<file path="src/rtl/burst_frame_rx.sv">
// Burst/silence line decoder: times each level of the synchronized receive pin
// and assembles one WIDTH-bit block per valid frame, strobing it out once.
module burst_frame_rx #(
    parameter int SBD    = 500,
    parameter int SSD    = 500,
    parameter int BBD    = 300,
    parameter int BSD0   = 150,
    parameter int BSD1   = 300,
    parameter int MARGIN = 50,
    parameter int WIDTH  = 128,
    parameter int CW     = 16
) (
    input  logic             clk_in,
    input  logic             rst_in,
    input  logic             signal_in,
    output logic [WIDTH-1:0] code_out,
    output logic             new_code_out,
    output logic [2:0]       error_out,
    output logic [3:0]       state_out
);

    typedef enum logic [3:0] {
        S_IDLE    = 4'd0,
        S_SYNC_HI = 4'd1,
        S_SYNC_LO = 4'd2,
        S_BIT_HI  = 4'd3,
        S_BIT_LO  = 4'd4,
        S_STOP_HI = 4'd5
    } state_t;

    localparam int BW = $clog2(WIDTH + 1);

    localparam logic [CW-1:0] SBD_MIN  = CW'(SBD - MARGIN);
    localparam logic [CW-1:0] SBD_MAX  = CW'(SBD + MARGIN);
    localparam logic [CW-1:0] SSD_MIN  = CW'(SSD - MARGIN);
    localparam logic [CW-1:0] SSD_MAX  = CW'(SSD + MARGIN);
    localparam logic [CW-1:0] BBD_MIN  = CW'(BBD - MARGIN);
    localparam logic [CW-1:0] BBD_MAX  = CW'(BBD + MARGIN);
    localparam logic [CW-1:0] BSD0_MIN = CW'(BSD0 - MARGIN);
    localparam logic [CW-1:0] BSD0_MAX = CW'(BSD0 + MARGIN);
    localparam logic [CW-1:0] BSD1_MIN = CW'(BSD1 - MARGIN);
    localparam logic [CW-1:0] BSD1_MAX = CW'(BSD1 + MARGIN);
    localparam logic [BW-1:0] LAST_BIT = BW'(WIDTH - 1);

    state_t           r_state;
    state_t           w_nxt;
    logic             r_sig_d;
    logic [CW-1:0]    r_cnt;
    logic [BW-1:0]    r_bits;
    logic [WIDTH-1:0] r_shift;
    logic [WIDTH-1:0] r_code;
    logic             r_new;
    logic [2:0]       r_err;

    logic             w_edge;
    logic             w_err;
    logic [2:0]       w_code;
    logic [CW-1:0]    w_lim;
    logic             w_shift;
    logic             w_bit;
    logic             w_clr;
    logic             w_done;

    function automatic logic in_win(input logic [CW-1:0] c,
                                    input logic [CW-1:0] lo,
                                    input logic [CW-1:0] hi);
        return (c >= lo) && (c <= hi);
    endfunction

    assign w_edge = signal_in ^ r_sig_d;

    // r_cnt holds the length of the level that just ended on the edge cycle
    always_comb begin
        w_nxt   = r_state;
        w_err   = 1'b0;
        w_code  = 3'd0;
        w_lim   = '1;
        w_shift = 1'b0;
        w_bit   = 1'b0;
        w_clr   = 1'b0;
        w_done  = 1'b0;
        case (r_state)
            S_IDLE: begin
                if (w_edge && signal_in) w_nxt = S_SYNC_HI;
            end
            S_SYNC_HI: begin
                w_code = 3'd1;
                w_lim  = SBD_MAX;
                if (w_edge) begin
                    if (in_win(r_cnt, SBD_MIN, SBD_MAX)) w_nxt = S_SYNC_LO;
                    else                                 w_err = 1'b1;
                end
            end
            S_SYNC_LO: begin
                w_code = 3'd2;
                w_lim  = SSD_MAX;
                if (w_edge) begin
                    if (in_win(r_cnt, SSD_MIN, SSD_MAX)) begin
                        w_nxt = S_BIT_HI;
                        w_clr = 1'b1;
                    end else begin
                        w_err = 1'b1;
                    end
                end
            end
            S_BIT_HI: begin
                w_code = 3'd3;
                w_lim  = BBD_MAX;
                if (w_edge) begin
                    if (in_win(r_cnt, BBD_MIN, BBD_MAX)) w_nxt = S_BIT_LO;
                    else                                 w_err = 1'b1;
                end
            end
            S_BIT_LO: begin
                w_code = 3'd4;
                w_lim  = BSD1_MAX;
                if (w_edge) begin
                    if (in_win(r_cnt, BSD0_MIN, BSD0_MAX) || in_win(r_cnt, BSD1_MIN, BSD1_MAX)) begin
                        w_shift = 1'b1;
                        w_bit   = in_win(r_cnt, BSD1_MIN, BSD1_MAX);
                        w_nxt   = (r_bits == LAST_BIT) ? S_STOP_HI : S_BIT_HI;
                    end else begin
                        w_err = 1'b1;
                    end
                end
            end
            S_STOP_HI: begin
                w_code = 3'd5;
                w_lim  = BBD_MAX;
                if (w_edge) begin
                    if (in_win(r_cnt, BBD_MIN, BBD_MAX)) begin
                        w_done = 1'b1;
                        w_nxt  = S_IDLE;
                    end else begin
                        w_err = 1'b1;
                    end
                end
            end
            default: w_nxt = S_IDLE;
        endcase
        // A level that has already outlived its window fails without waiting for the edge
        if (r_state != S_IDLE && !w_edge && r_cnt >= w_lim) w_err = 1'b1;
        if (w_err) w_nxt = S_IDLE;
    end

    always_ff @(posedge clk_in or negedge rst_in) begin
        if (!rst_in) begin
            r_state <= S_IDLE;
            r_sig_d <= 1'b0;
            r_cnt   <= '0;
            r_bits  <= '0;
            r_shift <= '0;
            r_code  <= '0;
            r_new   <= 1'b0;
            r_err   <= 3'd0;
        end else begin
            r_state <= w_nxt;
            r_sig_d <= signal_in;
            if (w_edge)            r_cnt <= CW'(1);
            else if (r_cnt != '1)  r_cnt <= r_cnt + CW'(1);
            if (w_clr || w_err) begin
                r_shift <= '0;
                r_bits  <= '0;
            end else if (w_shift) begin
                r_shift <= {r_shift[WIDTH-2:0], w_bit};
                r_bits  <= r_bits + BW'(1);
            end
            r_new <= w_done;
            if (w_done) begin
                r_code <= r_shift;
                r_err  <= 3'd0;
            end else if (w_err) begin
                r_err  <= w_code;
            end
        end
    end

    assign code_out     = r_code;
    assign new_code_out = r_new;
    assign error_out    = r_err;
    assign state_out    = r_state;

endmodule
</file>
<file path="config.mk">
export PLATFORM = sky130hd
export DESIGN_NAME = burst_frame_rx
export DESIGN_NICKNAME = d
export VERILOG_FILES = /design/src/rtl/burst_frame_rx.sv
export SDC_FILE = /design/constraint.sdc
export NUM_CORES = 1
export LEC_CHECK = 0
export CORE_MARGIN = 2
export CORE_UTILIZATION = 50
export DETAILED_ROUTE_END_ITERATION = 8
export GPL_TIMING_DRIVEN = 1
export PLACE_DENSITY = 0.74
export SYNTH_ARGS = -nofsm -noshare
export SYNTH_HDL_FRONTEND = slang
export SYNTH_SLANG_ARGS = --single-unit
export TNS_END_PERCENT = 50
</file>
<file path="constraint.sdc">
create_clock -name clk_in -period 5.5 [get_ports clk_in]
set_input_delay 1.1 -clock clk_in [delete_from_list [all_inputs] [get_ports clk_in]]
set_output_delay 1.1 -clock clk_in [all_outputs]
set_load 0.1 [all_outputs]
</file>
## Word level (Yosys, flattened, before mapping)

Index checks and enable logic that the tools add are counted.

| operators by class | value |
|---|---|
| multiplexer cells | 44 |
| $add $sub $neg | 2 |
| equal/unequal tests | 18 |
| $lt $le $gt $ge | 7 |
| bitwise operators | 1 |
| reduce and logical (&&, ||, !) cells | 18 |

Operator list:

| cell | count |
|---|---|
| $mux 128 | 2 |
| $mux 4 | 12 |
| $ne 3x3->1 const B | 11 |
| $mux 16 | 2 |
| $pmux 16 s2 | 1 |
| $pmux 4 s6 | 1 |
| $mux 1 | 19 |
| $add 16x1->16 const B | 1 |
| $ge 16x16->1 | 1 |
| $ge 16x7->1 const B | 1 |
| $ge 16x8->1 const B | 1 |
| $ge 16x9->1 const B | 1 |
| $le 16x10->1 const B | 1 |
| $le 16x8->1 const B | 1 |
| $le 16x9->1 const B | 1 |
| $mux 8 | 2 |
| $ne 16x16->1 const B | 1 |
| $pmux 3 s5 | 1 |
| $reduce_and 11->1 | 1 |
| $mux 3 | 3 |
| $add 8x1->8 const B | 1 |
| $eq 4x2->1 const B | 2 |
| $eq 4x3->1 const B | 2 |
| $eq 8x7->1 const B | 1 |
| other kinds (11) | 20 |

| word-level totals | value |
|---|---|
| logic and storage cells | 98 |
| register bits | 289 |

## Longest topological paths before layout

| depth | value |
|---|---|
| word-level depth | 9 |
| depth in mapped cells | 16 |
| mapped depth without buffers | 11 |

## Worst setup path before layout

No wires, ideal clock.

| timing path | value |
|---|---|
| path type | register to register |
| from | reg r_state[1], in the netlist state_out[1] |
| to | reg r_shift[100] |
| data required time | 5.381 ns |
| setup slack | 1.453 ns |
| stages on the path, launching flop included | 17 |
| arrival time | 3.928 ns |
| library setup time | 0.119 ns |
| period minus slack after synthesis | 4.047 ns |
| cell sequence | dfrtp_1 -> buf_2 -> buf_1 -> nand2_1 -> o21ai_0 -> inv_1 -> ha_1 -> and4_1 -> nand4_1 -> a2111oi_0 -> o2111ai_2 -> o2111ai_4 -> a31o_1 -> buf_6 -> buf_6 -> buf_6 -> a21oi_2 |

| between the ends | value |
|---|---|
| cells in the longest elaborated chain, start to end | 8 |

RTL lines:

| item | line | source |
|---|---|---|
| from (decl) | 45 | `state_t r_state;` |
| from (signal assigned) | 157 | `r_state <= w_nxt;` |
| $eq 4x3->1, or another cell as far along | 82 | `case (r_state)` |
| $reduce_or 3->1 (no line) / $reduce_or 2->1 (equally long branches) | n/a |  |
| $pmux 16 s2 | 82 |  |
| $ge 16x16->1 | 142 | `if (r_state != S_IDLE && !w_edge && r_cnt >= w_lim) w_err = 1'b1;` |
| $logic_and 1x1->1 | 142 |  |
| $mux 1 | 142 |  |
| $logic_or 1x1->1 | 161 | `if (w_clr \|\| w_err) begin` |
| $mux 128 / $reduce_bool 2->1 (equally long branches) | n/a |  |
| to (signal assigned) | 165 | `r_shift <= {r_shift[WIDTH-2:0], w_bit};` |
| to (decl) | 50 | `logic [WIDTH-1:0] r_shift;` |

Parallel ways exist; a longest one is shown, timed or not.
A chain may end at the register's enable or synchronous reset.

## Worst setup path after layout

| timing path | value |
|---|---|
| from | reg r_state[1], in the netlist state_out[1] |
| to | reg r_shift[7] |

The elaborated chain is that of the path after synthesis.

==> flow_summary.ini <==
[status]
status = finished, final reports clean

[global_routing]
grt_pass1_vias = 8145
gr-usage-met3 = 0.03177
grt_start_max_net_pins = 129
grt.overflow.total = 0
gr-usage-met1 = 0.2787
grt_pass1_wl_um = 41810
antenna_found_initial = 0
use_met2 = 0.3121
top_usage_layer = met2
grt.total_usage = 0.1934

[worst_setup_path]
endpoint_kind = flop
worstReg2RegStart = state_out[1]$_DFFE_PN0P_
reg2reg_slack_ps = 1270
cp_max_fo = 30
critPathMaxStageDelay_ps = 590
r2r_cells = 12
crit_path_start_kind = flop
crit_type = reg -> reg
r2r_end = r_shift[7]$_DFFE_PN0P_
crit_slowest_cell = dfrtp_1
arrival_ps = 4640
cp.required_ps = 5910
crit_chain = or2_2 -> o21ai_0 -> inv_1 -> ha_1 -> and4_1 -> nand4_1 -> a2111oi_0 -> o2111ai_2 -> o2111ai_4 -> a31o_4 -> buf_4 -> a21oi_1

[place]
portBuffers = 137
placed_area_um2 = 13810
dp_hpwl_um = 15240
gp_congestion = 0.8460

[synthesis]
postSynth.asyncResetShare = 1.000
ys_types = 65
syn_avg_cell_area_um2 = 11.20
synth_edf_count = 0
ys_seq_elements = 288
synth-simple-area-share = 0.1316
synth_nets = 1109
synthCells = 1093
synth-compound-area-share = 0.09877
synthAdderAreaFrac = 0.01329
ys.flop_type = dfrtp_1
syn_area_um2 = 12240
yosysSeqAreaShare = 0.5890
synth.area.mux_share = 0.1211
synth_top_family_by_area = simple AND/OR/NAND/NOR gates
synth-xor-area-share = 0.01431
yosysWarnings = 0

[cts]
cts-resized-gates = 0
clk_path_buf_depth = 3
clock-sinks = 288
postCtsSetupRepairBufs = 0
hold_buffers = 0
cts_tree = yes
cts_max_level = 1
insertion_delay_ps = 560
clk_pin_slew_ps = 60
cts_made_buffers = 30
cts-root-buf = clkbuf_16

[min_path]
min_to = code_out[46]$_DFFE_PN0P_
min_from = code_out[46]$_DFFE_PN0P_
whs_path_depth = 1
hp-class = reg -> reg

[run]
maxCapViolations = 0

[detailed_routing]
wl_per_cell_um = 16.09
routed_via_density = 5.309
drt_iter0_drc = 577
firstDrtPassIters = 5
wl_um = 24900
vias = 8219
drc_errors = 0
final_antenna_net_count = 0

[floorplanning]
die_area_um2 = 25740
dieHeight_um = 160.4
ios = 139
start_util = 0.5061
rows = 57
die_w_um = 160.4
core-area_um2 = 24180

[power]
fin_total_pwr_mw = 4.936
peakVddDrop_mv = 0.3868
power_density_nw_per_um2 = 331.2
p_leak_nw = 6.698

[timing]
fmax_mhz = 236.6
period_share = 0.7686
timing.final.crit_period_ps = 4227
finClkSkew_ps = 28.11
hold_ws_ps = 503.8
finalHoldViolCount = 0
rsz0062_at_grt = no
setup-tns-final_ps = 0
maxSlewViolCount = 0
relSlewSlack = 0.3063
setup_violations = 0
tightest_slew_ps = 1037

[final_layout]
syn2layout_area_growth_pct = 21.78
fin_area_um2 = 14900
nets = 1216
antenna_cells = 0
nFillCells = 1926
layout_commonest_cell = dfrtp_1
layout-drive-gt1-share = 0.2018
final_cell_mix = dfrtp_1, nand2_1, clkdlybuf4s50_1
## critical path, delay by kind of cell (launching register included)
kind	cells	cell delay, ps
simple gates	3	750
compound gates	6	1790
buf+inv	2	620
fa+ha+maj	1	340
flops	1	590
## how the worst max path moves through the flow
stage	cells after the start	endpoint	start
3_3_place_gp	9	r_shift[33]$_DFFE_PN0P_	signal_in
4_1_cts	12	r_shift[7]$_DFFE_PN0P_	state_out[1]$_DFFE_PN0P_
2_1_floorplan	16	r_shift[100]$_DFFE_PN0P_	state_out[1]$_DFFE_PN0P_
5_1_grt	12	r_shift[15]$_DFFE_PN0P_	state_out[1]$_DFFE_PN0P_
3_5_place_dp	9	r_shift[42]$_DFFE_PN0P_	signal_in
6_report	12	r_shift[7]$_DFFE_PN0P_	state_out[1]$_DFFE_PN0P_
## stage by stage
| stage | cells | worst slack, ps | util |
|---|---|---|---|
| after global placement | 1492 | 1300 | 0.5710 |
| after detailed placement | 1492 | 1215 | 0.5710 |
| after floorplan | 1093 | 1453 | - |
| final | 1548 | 1273 | 0.6164 |
| after CTS | 1548 | 1272 | 0.6164 |
| after global routing | 1548 | 928.1 | 0.6164 |
## kinds of logic (layout without fill, tap and decap cells)
logic type | count (synthesis) | count (layout)
and+or+nand+nor | 379 | 379
DFF | 288 | 288
AOI/OAI and AO/OA | 180 | 180
muxes | 132 | 132
buffers and inverters | 80 | 211
xor gates and xnor gates | 20 | 20
adders and majority gates | 13 | 13
other | 1 | 1
## sequential cells by signal (all words and copies together) (netlist names)
name	count
new_code_out	1
r_bits	8
state_out	3
r_sig_d	1
r_cnt	16
code_out	128
error_out	3
r_shift	128
## cells in the mapped netlist (2+ instances only)
| master | number | area (um2) |
|---|---|---|
| mux2_2 | 128 | 1441 |
| a21o_1 | 3 | 22.52 |
| buf_1 | 2 | 7.510 |
| a21oi_1 | 93 | 465.5 |
| and3_1 | 4 | 25.02 |
| o21ai_0 | 10 | 50.05 |
| nand3_1 | 15 | 75.07 |
| nor2_1 | 37 | 138.9 |
| a21oi_2 | 41 | 359.1 |
| o2111ai_2 | 2 | 30.03 |
| o211ai_1 | 3 | 22.52 |
| or2_2 | 2 | 12.51 |
| mux2i_1 | 4 | 40.04 |
| nand2b_1 | 5 | 31.28 |
| nor4_1 | 2 | 12.51 |
| or3_1 | 3 | 18.77 |
| buf_6 | 6 | 67.56 |
| nand4_1 | 5 | 31.28 |
| o21a_1 | 4 | 30.03 |
| inv_1 | 6 | 22.52 |
| and2_1 | 5 | 31.28 |
| nor2b_1 | 3 | 18.77 |
| xnor2_1 | 11 | 96.34 |
| nand2_1 | 274 | 1028 |
| clkbuf_1 | 33 | 123.9 |
| and4_1 | 2 | 17.52 |
| ha_1 | 13 | 162.7 |
| buf_2 | 31 | 155.2 |
| a211oi_1 | 3 | 22.52 |
| xor2_1 | 9 | 78.83 |
| dfrtp_1 | 288 | 7207 |
| nor3_1 | 12 | 60.06 |
| o31ai_1 | 2 | 15.01 |
## final cells by class
type | instances | area (um2) | share of cell area
Clock inverter | 15 | 264.0 | 0.01772
Inverter | 7 | 26.28 | 0.001763
Tap cell | 324 | 405.4 | 0.02720
Clock buffer | 41 | 832.0 | 0.05584
Sequential cell | 288 | 7207 | 0.4836
Timing Repair Buffer | 148 | 1496 | 0.1004
Multi-Input combinational cell | 725 | 4671 | 0.3134
## per-layer routing
layer	wire, um	part of all wire	up-vias
met3	1027	0.041	30
li1	-	-	3908
met5	0	0	-
met4	348	0.014	0
met2	11960	0.48	152
met1	11560	0.46	4129
## report_power, final
| part | internal, mW | switching (mW) | total, mW |
|---|---|---|---|
| logic | 0.134 | 0.411 | 0.545 |
| registers | 2.14 | 0.0438 | 2.18 |
| clock network | 1.39 | 0.822 | 2.21 |
| total | 3.66 | 1.28 | 4.94 |
No activity file was read; power rests on OpenSTA's default activity.
